==> src/rtl/fetch_stage.sv <==
// Instruction-fetch stage: owns the PC, requests from the icache and feeds IF/ID.
// Handles stalls with a one-entry skid buffer, redirects (also behind a miss) and HALT.
module fetch_stage #(
    parameter logic [31:0] PC_INIT = 32'h0000_0000,
    parameter logic [5:0]  HALT_OP = 6'b111111
) (
    input  logic        CLK,
    input  logic        RST,
    input  logic        ihit,
    input  logic [31:0] imemload,
    output logic        iREN,
    output logic [31:0] imemaddr,
    input  logic        stall,
    input  logic        redirect,
    input  logic [31:0] redirect_pc,
    output logic        ifid_en,
    output logic        flush_ifid,
    output logic [31:0] pcplus4_out,
    output logic [31:0] instr_out,
    output logic [31:0] next_pc_out,
    output logic        halted
);

    typedef enum logic [1:0] {FETCH, DRAIN, HALTED} state_t;

    state_t      state, state_n;
    logic [31:0] pc, pc_n;
    logic [31:0] buf_data, buf_data_n;
    logic        buf_valid, buf_valid_n;
    logic [31:0] target, target_n;
    logic [31:0] pc_plus4;
    logic [31:0] fetched;
    logic        ren, en, flush;

    assign pc_plus4 = pc + 32'd4;
    assign fetched  = buf_valid ? buf_data : imemload;

    always_ff @(posedge CLK or posedge RST) begin
        if (RST) begin
            state     <= FETCH;
            pc        <= PC_INIT;
            buf_data  <= 32'h0;
            buf_valid <= 1'b0;
            target    <= 32'h0;
        end else begin
            state     <= state_n;
            pc        <= pc_n;
            buf_data  <= buf_data_n;
            buf_valid <= buf_valid_n;
            target    <= target_n;
        end
    end

    always_comb begin
        state_n     = state;
        pc_n        = pc;
        buf_data_n  = buf_data;
        buf_valid_n = buf_valid;
        target_n    = target;
        ren         = 1'b0;
        en          = 1'b0;
        flush       = 1'b0;
        case (state)
            FETCH: begin
                ren = !buf_valid;
                if (redirect) begin
                    flush = 1'b1;
                    // A miss in flight keeps its address; the target waits in DRAIN.
                    if (ren && !ihit) begin
                        target_n = redirect_pc;
                        state_n  = DRAIN;
                    end else begin
                        pc_n        = redirect_pc;
                        buf_valid_n = 1'b0;
                    end
                end else if ((ihit || buf_valid) && !stall) begin
                    en          = 1'b1;
                    pc_n        = pc_plus4;
                    buf_valid_n = 1'b0;
                    if (fetched[31:26] == HALT_OP)
                        state_n = HALTED;
                end else if (ihit && stall && !buf_valid) begin
                    buf_data_n  = imemload;
                    buf_valid_n = 1'b1;
                end
            end
            DRAIN: begin
                ren   = 1'b1;
                flush = 1'b1;
                if (redirect && !ihit) begin
                    target_n = redirect_pc;
                end else if (redirect) begin
                    pc_n        = redirect_pc;
                    buf_valid_n = 1'b0;
                    state_n     = FETCH;
                end else if (ihit) begin
                    pc_n    = target;
                    state_n = FETCH;
                end
            end
            HALTED: begin
                if (redirect) begin
                    flush       = 1'b1;
                    pc_n        = redirect_pc;
                    buf_valid_n = 1'b0;
                    state_n     = FETCH;
                end
            end
            default: state_n = FETCH;
        endcase
    end

    // Control and data outputs stay quiet while reset is held.
    assign iREN        = ren & !RST;
    assign ifid_en     = en & !RST;
    assign flush_ifid  = flush & !RST;
    assign halted      = (state == HALTED);
    assign imemaddr    = pc;
    assign pcplus4_out = pc_plus4;
    assign next_pc_out = pc_plus4;
    assign instr_out   = RST ? 32'h0 : fetched;

endmodule

==> config.mk <==
export PLATFORM = sky130hd
export DESIGN_NAME = fetch_stage
export DESIGN_NICKNAME = d
export VERILOG_FILES = /design/src/rtl/fetch_stage.sv
export SDC_FILE = /design/constraint.sdc
export NUM_CORES = 1
export LEC_CHECK = 0
export CELL_PAD_IN_SITES_DETAIL_PLACEMENT = 0
export CELL_PAD_IN_SITES_GLOBAL_PLACEMENT = 1
export CORE_ASPECT_RATIO = 1.2
export CORE_UTILIZATION = 36
export DETAILED_ROUTE_END_ITERATION = 10
export GPL_ROUTABILITY_DRIVEN = 0
export PLACE_DENSITY_LB_ADDON = 0.12
export SLEW_MARGIN = 10
export SYNTH_ARGS = -nofsm -noshare
export SYNTH_HDL_FRONTEND = slang
export SYNTH_SLANG_ARGS = --single-unit
==> constraint.sdc <==
create_clock -name CLK -period 4 [get_ports CLK]
set_clock_uncertainty 0.15 [all_clocks]
set_input_delay 0.4 -clock CLK [delete_from_list [all_inputs] [get_ports CLK]]
set_output_delay 0.4 -clock CLK [all_outputs]
set_load 0.01 [all_outputs]
# Word-level counts from Yosys, hierarchy flattened

Cells that the tools add are included.
W data, S select, Z words.

Reductions and logical operators: 19
Eq/ne operators: 14
$mul: 0
Add/sub/neg operators: 1
Shift-type cells: 0
Divide/modulo/power cells: 0
Multiplexer cells: 36
Order comparisons: 0
Bitwise logic cells: 5

Operators with widths:

| cell                    | count |
|---|---|
| $mux W32                | 12 |
| $pmux W32 S3            | 1 |
| $pmux W32 S2            | 1 |
| $add A32 B3 Y32 const B | 1 |
| $mux W2                 | 8 |
| $ne A3 B3 Y1 const B    | 5 |
| $reduce_and A4 Y1       | 3 |
| $reduce_and A6 Y1       | 2 |
| $mux W1                 | 10 |
| $ne A2 B2 Y1 const B    | 5 |
| $eq A6 B6 Y1 const B    | 1 |
| $pmux W2 S3             | 1 |
| $logic_and A1 B1 Y1     | 5 |
| $logic_not A1 Y1        | 4 |
| $ne A4 B4 Y1 const B    | 1 |
| $pmux W1 S2             | 2 |
| $and A1 B1 Y1           | 3 |
| $pmux W1 S3             | 1 |
| $reduce_bool A3 Y1      | 1 |
| $eq A2 B1 Y1 const B    | 1 |
| $eq A2 B2 Y1 const B    | 1 |
| $logic_not A2 Y1        | 1 |
| $not A1 Y1              | 2 |
| $reduce_bool A2 Y1      | 1 |
| other kinds (2)         | 2 |

Logic and storage cells: 80
Memory bits (read-only): 0
Input port bits: 69
Memory bits (writable): 0
Memories: 0
Flip-flop bits (word level): 99
Output and inout port bits: 132
Bits in latches: 0

# Logic depth before layout (Yosys ltp)

Word-level depth: 6
Mapped depth: 10
Depth with buffers taken out: 7

# Worst setup path before layout

OpenSTA, ideal clock, no wires.

Kind: register to output
Start point: register pc[2], in the netlist imemaddr[2]
End point: output port pcplus4_out[28]
Cell stages (with the launch flop): 9
Path buffers: 3
Slack: 1.387 ns
Arrival time: 2.063 ns
Required time: 3.450 ns
Path through: dfrtp_1 -> ha_1 -> and3_1 -> buf_2 -> nand4_1 -> buf_2 -> nor4_2 -> xor2_1 -> buf_4

Longest elaborated chain between the ends: 1

Ends and longest elaborated chain:

| element                  | line | source |
|---|---|---|
| start: declaration       | 27   | `logic [31:0] pc, pc_n;` |
| start signal: assignment | 47   | `pc <= pc_n;` |
| $add A32 B3 Y32          | 35   | `assign pc_plus4 = pc + 32'd4;` |
| end: declaration         | 18   | `output logic [31:0] pcplus4_out,` |

Every way passes these cells.

# Worst setup path after layout

Start point: register pc[2], in the netlist imemaddr[2]
End point: output port next_pc_out[30]

Longest elaborated chain between the ends: 1

Ends and longest elaborated chain:

| element          | line | source |
|---|---|---|
| $add A32 B3 Y32  | 35   |  |
| end: declaration | 20   | `output logic [31:0] next_pc_out,` |

Every way passes these cells.

==> results.md <==
- Flops & latches, synth: 99
- Slew @ Worst Pin: 0.861 ns
- Die width: about 120 microns
- RSZ-0062 raised after global routing: false
- Clock slew at reported path FFs: about 0.070 ns
- VDD IR max: around 0.25 mV
- Post-CTS Setup Repair Bufs: 0
- Post-synth cell types: 64
- # diodes: 0
- Startpoint types: register
- Io pins: around 200
- Compound-gate portion of the synthesized area: between 15 and 20%
- Setup TNS: 0 ns
- Max Cap Viol: 0
- Die height: about 150 microns
- Number of port buffers: 200
- CP Max Fanout: 11
- Antenna Violating Nets Remaining: 0
- Fmax: 278 MHz
- Pre-CTS setup slack: about 0.78 ns
- Period utilisation layout: between 80 and 90%
- Clock Tree Buf Depth: 2
- Antenna violations before repair: 0
- Finished Layout Cells: between 1000 and 1500
- Final setup violation count: 0
- # hold bufs at CTS: 0
- Skew-Pair Late Insertion Delay: between 0.3 and 0.4 ns
- Initial DRC Count: between 200 and 300
- Post-DP HPWL: 13800 microns
- Cell Area, Synth: roughly 6400 sq um
- Vias in the first global route: slightly below 6000
- Slew margin rel.: 42.4%
- Fin. Hold Viols: 0
- First-pass GRT wire length: slightly above 30000 microns
- DR vias/cell: 5.62
- Ys async rst share: between 90% and 100%
- Largest net degree at the start of global routing: between 50 and 60
- R2r startpoint: state[1]
- Clock Sink Count: 99
- Ys flop type: dfrtp_1
- Outcome: completed
- Grt total ovfl: 0
- Power per cell area: just under 800 nW/um^2
- TritonRoute pass-1 iters: 4
- Synth warn: 0
- Via Count: roughly 5800
- Site Rows: 53
- H-Tree Level Count: 3
- Root buf cell: clkbuf_16
- CTS Buf Count: 9
- DRC violations left: 0
- Post-synthesis mux area share: a little under a fifth
- Main combinational cell family by area after synthesis: multiplexers
- Simple-gate area share of the yosys netlist: a little over an eighth
- Core Area: 17400 sq um
- Placed insts: 1010
- Die Area: between 15000 and 20000 sq um
- Hold_sp: target[18]
- Xor and xnor fraction of the mapped netlist area: 3.83%
- Total Wirelength: 19400 microns
- Commonest cells post-synth: dfrtp_1, mux2_2, nor2_1, nand2_1
- Sequential fraction of the synthesis area: between 30% and 40%
- Critical Path AT: 3.05 ns
- Mapped Avg Cell Area: between 9 and 10 sq um
- Setup ws final: around 0.40 ns
- CTS tree: built
- HP Class: register to register
- Worst Setup SP: imemaddr[2]
- Post-Syn Nets: 729
- Critical path class: register to output port
- Top-area cell type share of the netlist area: between 30% and 40%
- Pleak: 3.48 nW
- Post-DR wirelength/cell: 18.9 microns
- Tmin final: roughly 3.6 ns
- Top post-synthesis cells by area: dfrtp_1, mux2_2, mux2i_1
- Mapped Cells: around 660
- Layout cells sized above 1: ~16%
- Count leader, synth: dfrtp_1
- Cell accounting for the most synthesized area: dfrtp_1
- Initial Utilization: a little under two fifths
- Resize count post-CTS: 0
- Nets: just under 900
- Slew Limit Fails: 0
- Post-synth EDFFs: 0
- Worst Setup End Kind: output port
- Layout area overhead: 35.6%
- Worst path required time: approximately 3.5 ns
- GRT Overall Usage: between 20 and 25%
- Post-synthesis adder-cell area fraction: less than 1%
worst paths after layout:
path | to | slack [ns] | cells after the start
setup / recovery | next_pc_out[30] | 0.40 | 7
hold / removal | target[18] | 0.34 | 2
setup reg to reg | imemaddr[31] | 1.05 | 7
hold reg to reg | target[18] | 0.34 | 2
max in group asynchronous | buf_data[20] | 1.91 | 3
min in group asynchronous | buf_data[5] | 1.03 | 2
layout by cell type, fill, tap and decap left out, types with 5 or more instances in the layout:
cell / instances
nand4_1: 9
o31ai_1: 5
mux2i_1: 34
nor2_1: 62
a221o_1: 8
o21ai_0: 18
xor2_1: 18
and3_1: 7
nand2_1: 37
inv_1: 17
nand3_1: 15
a22o_1: 11
a21oi_1: 28
xnor2_1: 10
mux2_2: 76
clkdlybuf4s50_1: 199
buf_4: 17
clkbuf_16: 9
dfrtp_1: 98
nor3_1: 6
a221oi_1: 13
a31oi_1: 7
per-stage QoR:
| step | util, % | cell area [sq um] | hold slack, ns | total power, mW |
|---|---|---|---|---|
| 4_1_cts | 49.8 | 8690 | 0.348 | 6.94 |
| 3_3_place_gp | 48.0 | 8370 | 0.315 | 5.87 |
| 3_5_place_dp | 48.0 | 8370 | 0.332 | 5.96 |
| 5_1_grt | 49.8 | 8690 | 0.369 | 7.38 |
| 2_1_floorplan | - | 6410 | 0.296 | 4.38 |
| 6_report | 49.8 | 8690 | 0.341 | 6.88 |
report_power, final:
group	internal (mW)	leakage (nW)	switching, mW	total (mW)
Sequential	1.51	1.19	0.487	2.00
Combinational	2.08	2.13	1.85	3.92
Clock	0.564	0.156	0.397	0.961
critical path, stage by stage (launching register included):
cell	delay, ns
dfrtp_1	0.45
ha_1	0.22
and3_1	0.29
nand4_1	0.12
buf_4	0.21
nor4_1	0.62
xor2_1	0.23
clkdlybuf4s50_1	0.56
metal layers:
| metal | wire, microns | track usage [%] | vias to the layer above |
|---|---|---|---|
| li1 | - | - | 2654 |
| met1 | 8100 | 26.2 | 2870 |
| met2 | 9620 | 37.3 | 208 |
| met3 | 1120 | 4.41 | 32 |
| met4 | 542 | 10.1 | 0 |
| met5 | 0 | 0 | - |
kinds of logic (layout without fill, tap and decap cells):
| logic type | Yosys count | after routing |
|---|---|---|
| simple gates | 169 | 169 |
| compound gates | 144 | 144 |
| mux | 110 | 110 |
| buf+inv | 102 | 251 |
| xor+xnor | 28 | 28 |
| flops | 99 | 99 |
| fa+ha+maj | 4 | 4 |
sequential cells by signal, indices dropped and copies added, names as in the netlist:
register	cells
buf_data	32
imemaddr	32
target	32
state	2
buf_valid	1
area by class of cell:
class                   instances  area, sq um
flip-flops and latches         99         2480
repair buffers                217         2120
well taps                     220          275
fillers                      1652         8750
clock inverters                 4         73.8
inverters                      19         73.8
clock buffers                  11          243
multi-input cells             455         3420
Note: power is estimated with default switching activity, not from simulation.
